$ cat src/rtl/relay_pkg.sv
// Shared types and default constants for the relay transmit encoder.
package relay_pkg;

    typedef enum logic [2:0] {
        IDLE,
        START,
        DATA,
        GAP,
        PARITY
    } relay_state_t;

    localparam int RELAY_SYMBOL_LEN = 64;
    localparam int RELAY_FIFO_DEPTH = 8;
    localparam int RELAY_GAP_LEN    = 128;

    // Guard-band symbols hold the bit for 3/4 of the symbol, low for the rest.
    localparam int RELAY_GUARD_NUM  = 3;
    localparam int RELAY_GUARD_DEN  = 4;

endpackage

$ cat src/rtl/relay_bit_fifo.sv
// Synchronous FIFO of {bit, last} entries with count and empty flag.
module relay_bit_fifo #(
    parameter int DEPTH = 8
) (
    input  logic                   clk,
    input  logic                   rst_n,
    input  logic                   i_wr_en,
    input  logic [1:0]             i_wr_data,
    input  logic                   i_rd_en,
    output logic [1:0]             o_rd_data,
    output logic                   o_empty,
    output logic [$clog2(DEPTH):0] o_count
);
    localparam int AW = $clog2(DEPTH);
    localparam int unsigned DEPTH_U = DEPTH;
    localparam logic [AW:0] FULL_CNT = DEPTH_U[AW:0];

    logic [1:0]    r_mem [DEPTH];
    logic [AW-1:0] r_wr_ptr;
    logic [AW-1:0] r_rd_ptr;
    logic [AW:0]   r_count;
    logic          w_full;
    logic          w_wr;
    logic          w_rd;

    assign w_full    = (r_count == FULL_CNT);
    assign o_empty   = (r_count == '0);
    assign o_count   = r_count;
    assign o_rd_data = r_mem[r_rd_ptr];
    assign w_rd      = i_rd_en && !o_empty;
    // A write while full is accepted only when a pop frees the slot in the same cycle.
    assign w_wr      = i_wr_en && (!w_full || w_rd);

    always_ff @(posedge clk or negedge rst_n) begin
        if (!rst_n) begin
            r_wr_ptr <= '0;
            r_rd_ptr <= '0;
            r_count  <= '0;
        end else begin
            if (w_wr) r_wr_ptr <= r_wr_ptr + 1'b1;
            if (w_rd) r_rd_ptr <= r_rd_ptr + 1'b1;
            case ({w_wr, w_rd})
                2'b10:   r_count <= r_count + 1'b1;
                2'b01:   r_count <= r_count - 1'b1;
                default: r_count <= r_count;
            endcase
        end
    end

    always_ff @(posedge clk) begin
        if (w_wr) r_mem[r_wr_ptr] <= i_wr_data;
    end

endmodule

$ cat src/rtl/relay_encode.sv
// Relay link transmitter: serialises FIFO bits into oversampled symbols.
// Optional trailing even-parity symbol when RELAY_ENCODE_PARITY_EN is defined.
//
// state  | meaning
// IDLE   | line low, waiting for a queued bit
// START  | emitting the '1' start symbol
// DATA   | popping one bit per symbol; '0' symbol and underrun if FIFO empty
// PARITY | emitting even parity of the payload (parity build only)
// GAP    | line forced low for GAP_LEN cycles
module relay_encode
    import relay_pkg::*;
#(
    parameter int SYMBOL_LEN = RELAY_SYMBOL_LEN,
    parameter int FIFO_DEPTH = RELAY_FIFO_DEPTH,
    parameter int GAP_LEN    = RELAY_GAP_LEN
) (
    input  logic clk,
    input  logic reset_n,
    input  logic mode,
    input  logic bit_in,
    input  logic bit_last,
    input  logic bit_valid,
    output logic bit_ready,
    output logic data_out,
    output logic busy,
    output logic underrun
);
    localparam int SW = $clog2(SYMBOL_LEN);
    localparam int CW = $clog2(FIFO_DEPTH) + 1;
    localparam int GW = $clog2(GAP_LEN + 1);
    localparam int unsigned GUARD_U = SYMBOL_LEN * RELAY_GUARD_NUM / RELAY_GUARD_DEN;
    localparam int unsigned DEPTH_U = FIFO_DEPTH;
    localparam int unsigned GAP_U   = GAP_LEN - 1;
    localparam logic [SW-1:0] GUARD_CNT = GUARD_U[SW-1:0];
    localparam logic [SW-1:0] SYM_LAST  = '1;
    localparam logic [CW-1:0] FULL_CNT  = DEPTH_U[CW-1:0];
    localparam logic [GW-1:0] GAP_LOAD  = GAP_U[GW-1:0];

    logic [1:0]    r_rst_sync;
    logic          w_rst_n;
    logic          w_wr;
    logic          w_pop;
    logic          w_empty;
    logic          w_full;
    logic [1:0]    w_head;
    logic [CW-1:0] w_count;

    relay_state_t  r_state;
    logic [SW-1:0] r_sym_cnt;
    logic [GW-1:0] r_gap_cnt;
    logic          r_mode_q;
    logic          r_bit;
    logic          r_last;
    logic          r_data_out;
    logic          r_underrun;
`ifdef RELAY_ENCODE_PARITY_EN
    logic          r_par;
`endif

    // Reset asserts immediately and releases two clocks after reset_n rises.
    always_ff @(posedge clk or negedge reset_n) begin
        if (!reset_n) r_rst_sync <= 2'b00;
        else          r_rst_sync <= {r_rst_sync[0], 1'b1};
    end
    assign w_rst_n = r_rst_sync[1];

    assign w_full    = (w_count == FULL_CNT);
    assign bit_ready = !w_full;
    assign w_wr      = bit_valid && !w_full;
    assign w_pop     = (r_state == DATA) && (r_sym_cnt == '0) && !w_empty;
    assign data_out  = r_data_out;
    assign busy      = (r_state != IDLE);
    assign underrun  = r_underrun;

    relay_bit_fifo #(.DEPTH(FIFO_DEPTH)) u_fifo (
        .clk       (clk),
        .rst_n     (w_rst_n),
        .i_wr_en   (w_wr),
        .i_wr_data ({bit_in, bit_last}),
        .i_rd_en   (w_pop),
        .o_rd_data (w_head),
        .o_empty   (w_empty),
        .o_count   (w_count)
    );

    function automatic logic f_shape(input logic i_b, input logic i_m, input logic [SW-1:0] i_cnt);
        return i_b && (!i_m || (i_cnt < GUARD_CNT));
    endfunction

    always_ff @(posedge clk or negedge w_rst_n) begin
        if (!w_rst_n) begin
            r_state    <= IDLE;
            r_sym_cnt  <= '0;
            r_gap_cnt  <= '0;
            r_mode_q   <= 1'b0;
            r_bit      <= 1'b0;
            r_last     <= 1'b0;
            r_data_out <= 1'b0;
            r_underrun <= 1'b0;
`ifdef RELAY_ENCODE_PARITY_EN
            r_par      <= 1'b0;
`endif
        end else begin
            case (r_state)
                IDLE: begin
                    r_data_out <= 1'b0;
                    r_sym_cnt  <= '0;
                    if (!w_empty) begin
                        r_mode_q <= mode;
                        r_state  <= START;
`ifdef RELAY_ENCODE_PARITY_EN
                        r_par    <= 1'b0;
`endif
                    end
                end
                START: begin
                    r_data_out <= f_shape(1'b1, r_mode_q, r_sym_cnt);
                    r_sym_cnt  <= r_sym_cnt + 1'b1;
                    if (r_sym_cnt == SYM_LAST) r_state <= DATA;
                end
                DATA: begin
                    if (r_sym_cnt == '0) begin
                        if (!w_empty) begin
                            r_bit      <= w_head[1];
                            r_last     <= w_head[0];
                            r_data_out <= f_shape(w_head[1], r_mode_q, r_sym_cnt);
`ifdef RELAY_ENCODE_PARITY_EN
                            r_par      <= r_par ^ w_head[1];
`endif
                        end else begin
                            r_bit      <= 1'b0;
                            r_last     <= 1'b0;
                            r_data_out <= 1'b0;
                            r_underrun <= 1'b1;
                        end
                    end else begin
                        r_data_out <= f_shape(r_bit, r_mode_q, r_sym_cnt);
                    end
                    r_sym_cnt <= r_sym_cnt + 1'b1;
                    if ((r_sym_cnt == SYM_LAST) && r_last) begin
`ifdef RELAY_ENCODE_PARITY_EN
                        r_bit     <= r_par;
                        r_state   <= PARITY;
`else
                        r_gap_cnt <= GAP_LOAD;
                        r_state   <= GAP;
`endif
                    end
                end
`ifdef RELAY_ENCODE_PARITY_EN
                PARITY: begin
                    r_data_out <= f_shape(r_bit, r_mode_q, r_sym_cnt);
                    r_sym_cnt  <= r_sym_cnt + 1'b1;
                    if (r_sym_cnt == SYM_LAST) begin
                        r_gap_cnt <= GAP_LOAD;
                        r_state   <= GAP;
                    end
                end
`endif
                GAP: begin
                    r_data_out <= 1'b0;
                    if (r_gap_cnt == '0) r_state <= IDLE;
                    else                 r_gap_cnt <= r_gap_cnt - 1'b1;
                end
                default: begin
                    r_data_out <= 1'b0;
                    r_state    <= IDLE;
                end
            endcase
        end
    end

endmodule
$ cat config.mk
export PLATFORM = sky130hd
export DESIGN_NAME = relay_encode
export DESIGN_NICKNAME = d
export VERILOG_FILES = /design/src/rtl/relay_pkg.sv /design/src/rtl/relay_bit_fifo.sv /design/src/rtl/relay_encode.sv
export SDC_FILE = /design/constraint.sdc
export NUM_CORES = 1
export LEC_CHECK = 0
export ABC_AREA = 0
export CORE_MARGIN = 1
export CORE_UTILIZATION = 38
export DETAILED_ROUTE_END_ITERATION = 8
export PLACE_DENSITY = 0.59
export SYNTH_ARGS = -nofsm -noshare
export SYNTH_HDL_FRONTEND = slang
export SYNTH_HIERARCHICAL = 1
export SYNTH_SLANG_ARGS = --single-unit
export TNS_END_PERCENT = 1
$ cat constraint.sdc
create_clock -name clk -period 2.8 [get_ports clk]
set_clock_uncertainty 0.2 [all_clocks]
set_input_delay 0.84 -clock clk [delete_from_list [all_inputs] [get_ports clk]]
set_output_delay 0.84 -clock clk [all_outputs]
set_load 0.01 [all_outputs]
==> metrics.yaml <==
worst_setup_path:
  endpoint_kind: "output pin"
  slowest_delay_ns: 0.53
  crit_path_start_kind: "flip-flop"
  crit_type: "reg2out"
  cp.required_ns: 1.76
  critPathMaxFanout: 4
  path_cells: "inv_1 > ha_1 > inv_1 > clkdlybuf4s50_1"
  cp_common_cell: "inv_1"
  arrival_ns: 1.66
  cpMaxStageDelayCell: "clkdlybuf4s50_1"
yosys:
  avgSynthCellArea_um2: 11.48
  synthTopCellsByArea: "dfrtp_1 30%, edfxtp_1 18%, ha_1 5.5%"
  synthArstFlopShare: 0.6735
  synth_area_leader_cell: "dfrtp_1"
  yosysSeqAreaShare: 0.4761
  ys_seq_elements: 49
  synthCells: 239
  synth.top_cell.area_share: 0.3010
  synth_edf_count: 16
  ys_types: 59
  ys.flop_type: "dfrtp_1"
  yosysWarnings: 6
  syn_nets: 258
  synthesis.area_mm2: 0.002744
cts:
  ctsHoldBuffers: 0
  cts_buffers: 5
  clock_sinks: 49
  clockRootBuffer: "clkbuf_8"
  clockBufferDepth: 2
  clk_latency_ns: 0.31
  cts_tree: "yes"
  cts.htree.levels: 2
  clk_pin_slew_worst_paths_ns: 0.09
power_and_ir_drop:
  seq_power_share: 0.481
  p_leak_nw: 1.371
  power.share.clock: 0.269
  irDropWorstVdd_v: 0.0003824
  cellPowerDensity_mw_per_mm2: 590.9
  p_comb_frac: 0.250
  p_sw_frac: 0.2940
  p_int_w: 0.001347
  p_switching_w: 0.0005611
  total_power_w: 0.001908
grt:
  grt_usage: 0.1509
  grt_overflow: 0
  grt_antenna_before_repair: 0
  grt_max_degree: 24
  grt_pass1_wl_um: 8963
  grt_pass1_vias: 1901
place:
  hpwl_um: 3666
  gp_congestion: 0.7392
  dp.cells: 353
  place.port_buffers: 9
  detailedPlace.worstSlack_ns: -0.1683
sta:
  setup_viol: 0
  final.setup.tns_ns: 0
  slew_headroom: 0.3589
  finalHoldViolCount: 0
  timing.final.crit_share: 0.9640
  rsz0062_at_grt: "yes"
  slew_viol_final: 0
  timing.final.ws_setup_ns: 0.1008
  worstMarginPinSlew_ns: 0.9616
  clock.fmax_mhz: 370.5
  min_period_ns: 2.699
die:
  die-area_mm2: 0.007565
  die_x_um: 86.98
  dieHeight_um: 86.98
  rows: 30
  core_mm2: 0.006869
  ios: 10
  start_util: 0.3995
route:
  drc: 0
  vias: 1841
  first_pass_iters: 6
  vias_per_cell: 5.058
  wl_met3_um: 120
  wirelength_met1_um: 2475
  routed.top_layer: "met4"
  drt-initial-drc-count: 55
  wirelength_um: 5059
  wl_met2_um: 2415
  routedWlPerCell_um: 13.90
  final_antenna_net_count: 0
finish:
  final_net_count: 286
  n_antenna_cell: 0
  fin_cells: 364
  drive_gt1_frac: 0.2537
  final_util: 0.4701
  n_fill_cell: 643
  syn_to_final_growth_pct: 17.69
job:
  cap_violations: 0
worst_hold_path:
  min_path_type: "reg2reg"
status:
  status: "complete, no violations"
## final timing paths
| kind | startpoint | endpoint | slack, ns | cells past startpoint |
|---|---|---|---|---|
| worst max register to register | r_sym_cnt[4] | u_fifo/o_count[3] | 0.10 | 11 |
| worst max-delay path | r_state[1] | busy | 0.10 | 4 |
| worst min register to register | r_rst_sync[0] | r_rst_sync[1] | 0.16 | 0 |
| min in group asynchronous | r_rst_sync[1] | r_gap_cnt[4] | 0.20 | 0 |
| max in group asynchronous | r_rst_sync[1] | u_fifo/o_count[3] | 1.54 | 0 |
| worst min-delay path | r_rst_sync[0] | r_rst_sync[1] | 0.16 | 0 |
## layout by cell type (no fill, tap or decap), types with 4 or more instances in the layout
cell type and n:
xnor2_1 5, o21ai_0 11, o21ai_2 4, ha_1 11, inv_1 14, mux4_2 4, nor3_1 7, edfxtp_1 16
mux2i_1 6, nand4_1 4, nand3_1 5, buf_4 21, nor2b_1 8, clkbuf_8 5, mux2_2 4, clkdlybuf4s50_1 8
a21oi_1 4, dfrtp_1 32, nand2b_1 5, nand2_1 17, nor2_1 13
## cell families (layout without fill, tap and decap cells)
| logic type | after synthesis | count (layout) | share of synthesized area |
|---|---|---|---|
| flops | 49 | 49 | 0.4761 |
| mux | 17 | 17 | 0.08618 |
| fa+ha+maj | 13 | 13 | 0.06201 |
| xor+xnor | 7 | 7 | 0.02234 |
| other cells | 1 | 1 | 0.001367 |
| simple gates | 89 | 89 | 0.1929 |
| buf+inv | 24 | 53 | 0.04514 |
| compound gates | 39 | 39 | 0.1140 |
## worst max-delay path, delay by kind of cell (launching register included)
| kind | cells | cell delay (ns) |
|---|---|---|
| buffers and inverters | 3 | 0.69 |
| adders and majority gates | 1 | 0.23 |
| DFF | 1 | 0.44 |
## final cells by class
| class | instances | area (um^2) | share of cell area |
|---|---|---|---|
| flip-flops and latches | 49 | 1308 | 0.4049 |
| multi-input cells | 166 | 1386 | 0.4293 |
| well taps | 96 | 120.1 | 0.03719 |
| inverters | 15 | 58.81 | 0.01821 |
| clock inverters | 3 | 41.29 | 0.01279 |
| clock buffers | 5 | 68.82 | 0.02131 |
| repair buffers | 30 | 246.5 | 0.07633 |
## power by group through the flow
stage / registers [W] / logic [W] / clock network [W]
global route: 0.000937 / 0.000537 / 0.000556
detailed placement: 0.000930 / 0.000464 / 0
floorplan: 0.000919 / 0.000344 / 0
finish: 0.000918 / 0.000477 / 0.000513
CTS: 0.000915 / 0.000463 / 0.000530
global placement: 0.000928 / 0.000453 / 0
## synthesized netlist by cell type, types with 2 or more instances
library cell  number
dfrtp_1           33
nand2_1           17
edfxtp_1          16
inv_1             15
nor2_1            15
ha_1              12
o21ai_0           11
nor2b_1            8
nand3_1            7
nor3_1             7
mux2i_1            6
mux2_2             5
nand2b_1           5
xnor2_1            5
a21oi_1            4
clkbuf_1           4
mux4_2             4
nand4_1            4
o21ai_2            4
or2_2              4
a31oi_1            3
buf_6              3
nand3b_1           3
or3_1              3
a41o_1             2
and3_1             2
mux2_4             2
nor3b_1            2
nor4_1             2
xor2_1             2
## through the flow
step	hold WS, ns	instance area, um^2
after floorplan	0.1312	2799
after global placement	0.1347	3069
after detailed placement	0.1418	3069
after CTS	0.1620	3178
after global routing	0.1740	3229
final	0.1595	3229
## repair_timing
| action | 4_1_cts | 5_1_grt |
|---|---|---|
| gates resized for setup | 1 | 5 |
| pin swaps | 0 | 7 |
| setup buffers | 0 | 3 |
| setup endpoints to repair | 1 | 1 |
## registers in the layout, indices dropped and copies added (netlist names), 2 cells and up
signal,flops
r_rst_sync,2
u_fifo/o_count,4
u_fifo/r_wr_ptr,3
r_gap_cnt,8
u_fifo/r_rd_ptr,3
u_fifo/r_mem,16
r_state,2
r_sym_cnt,6
## layer usage
layer	vias to the layer above	track usage
li1	925	-
met1	894	0.1970
met2	17	0.2541
met3	5	0.02844
met4	0	0.04545
met5	-	0
Power figures use the tool's default switching activity.
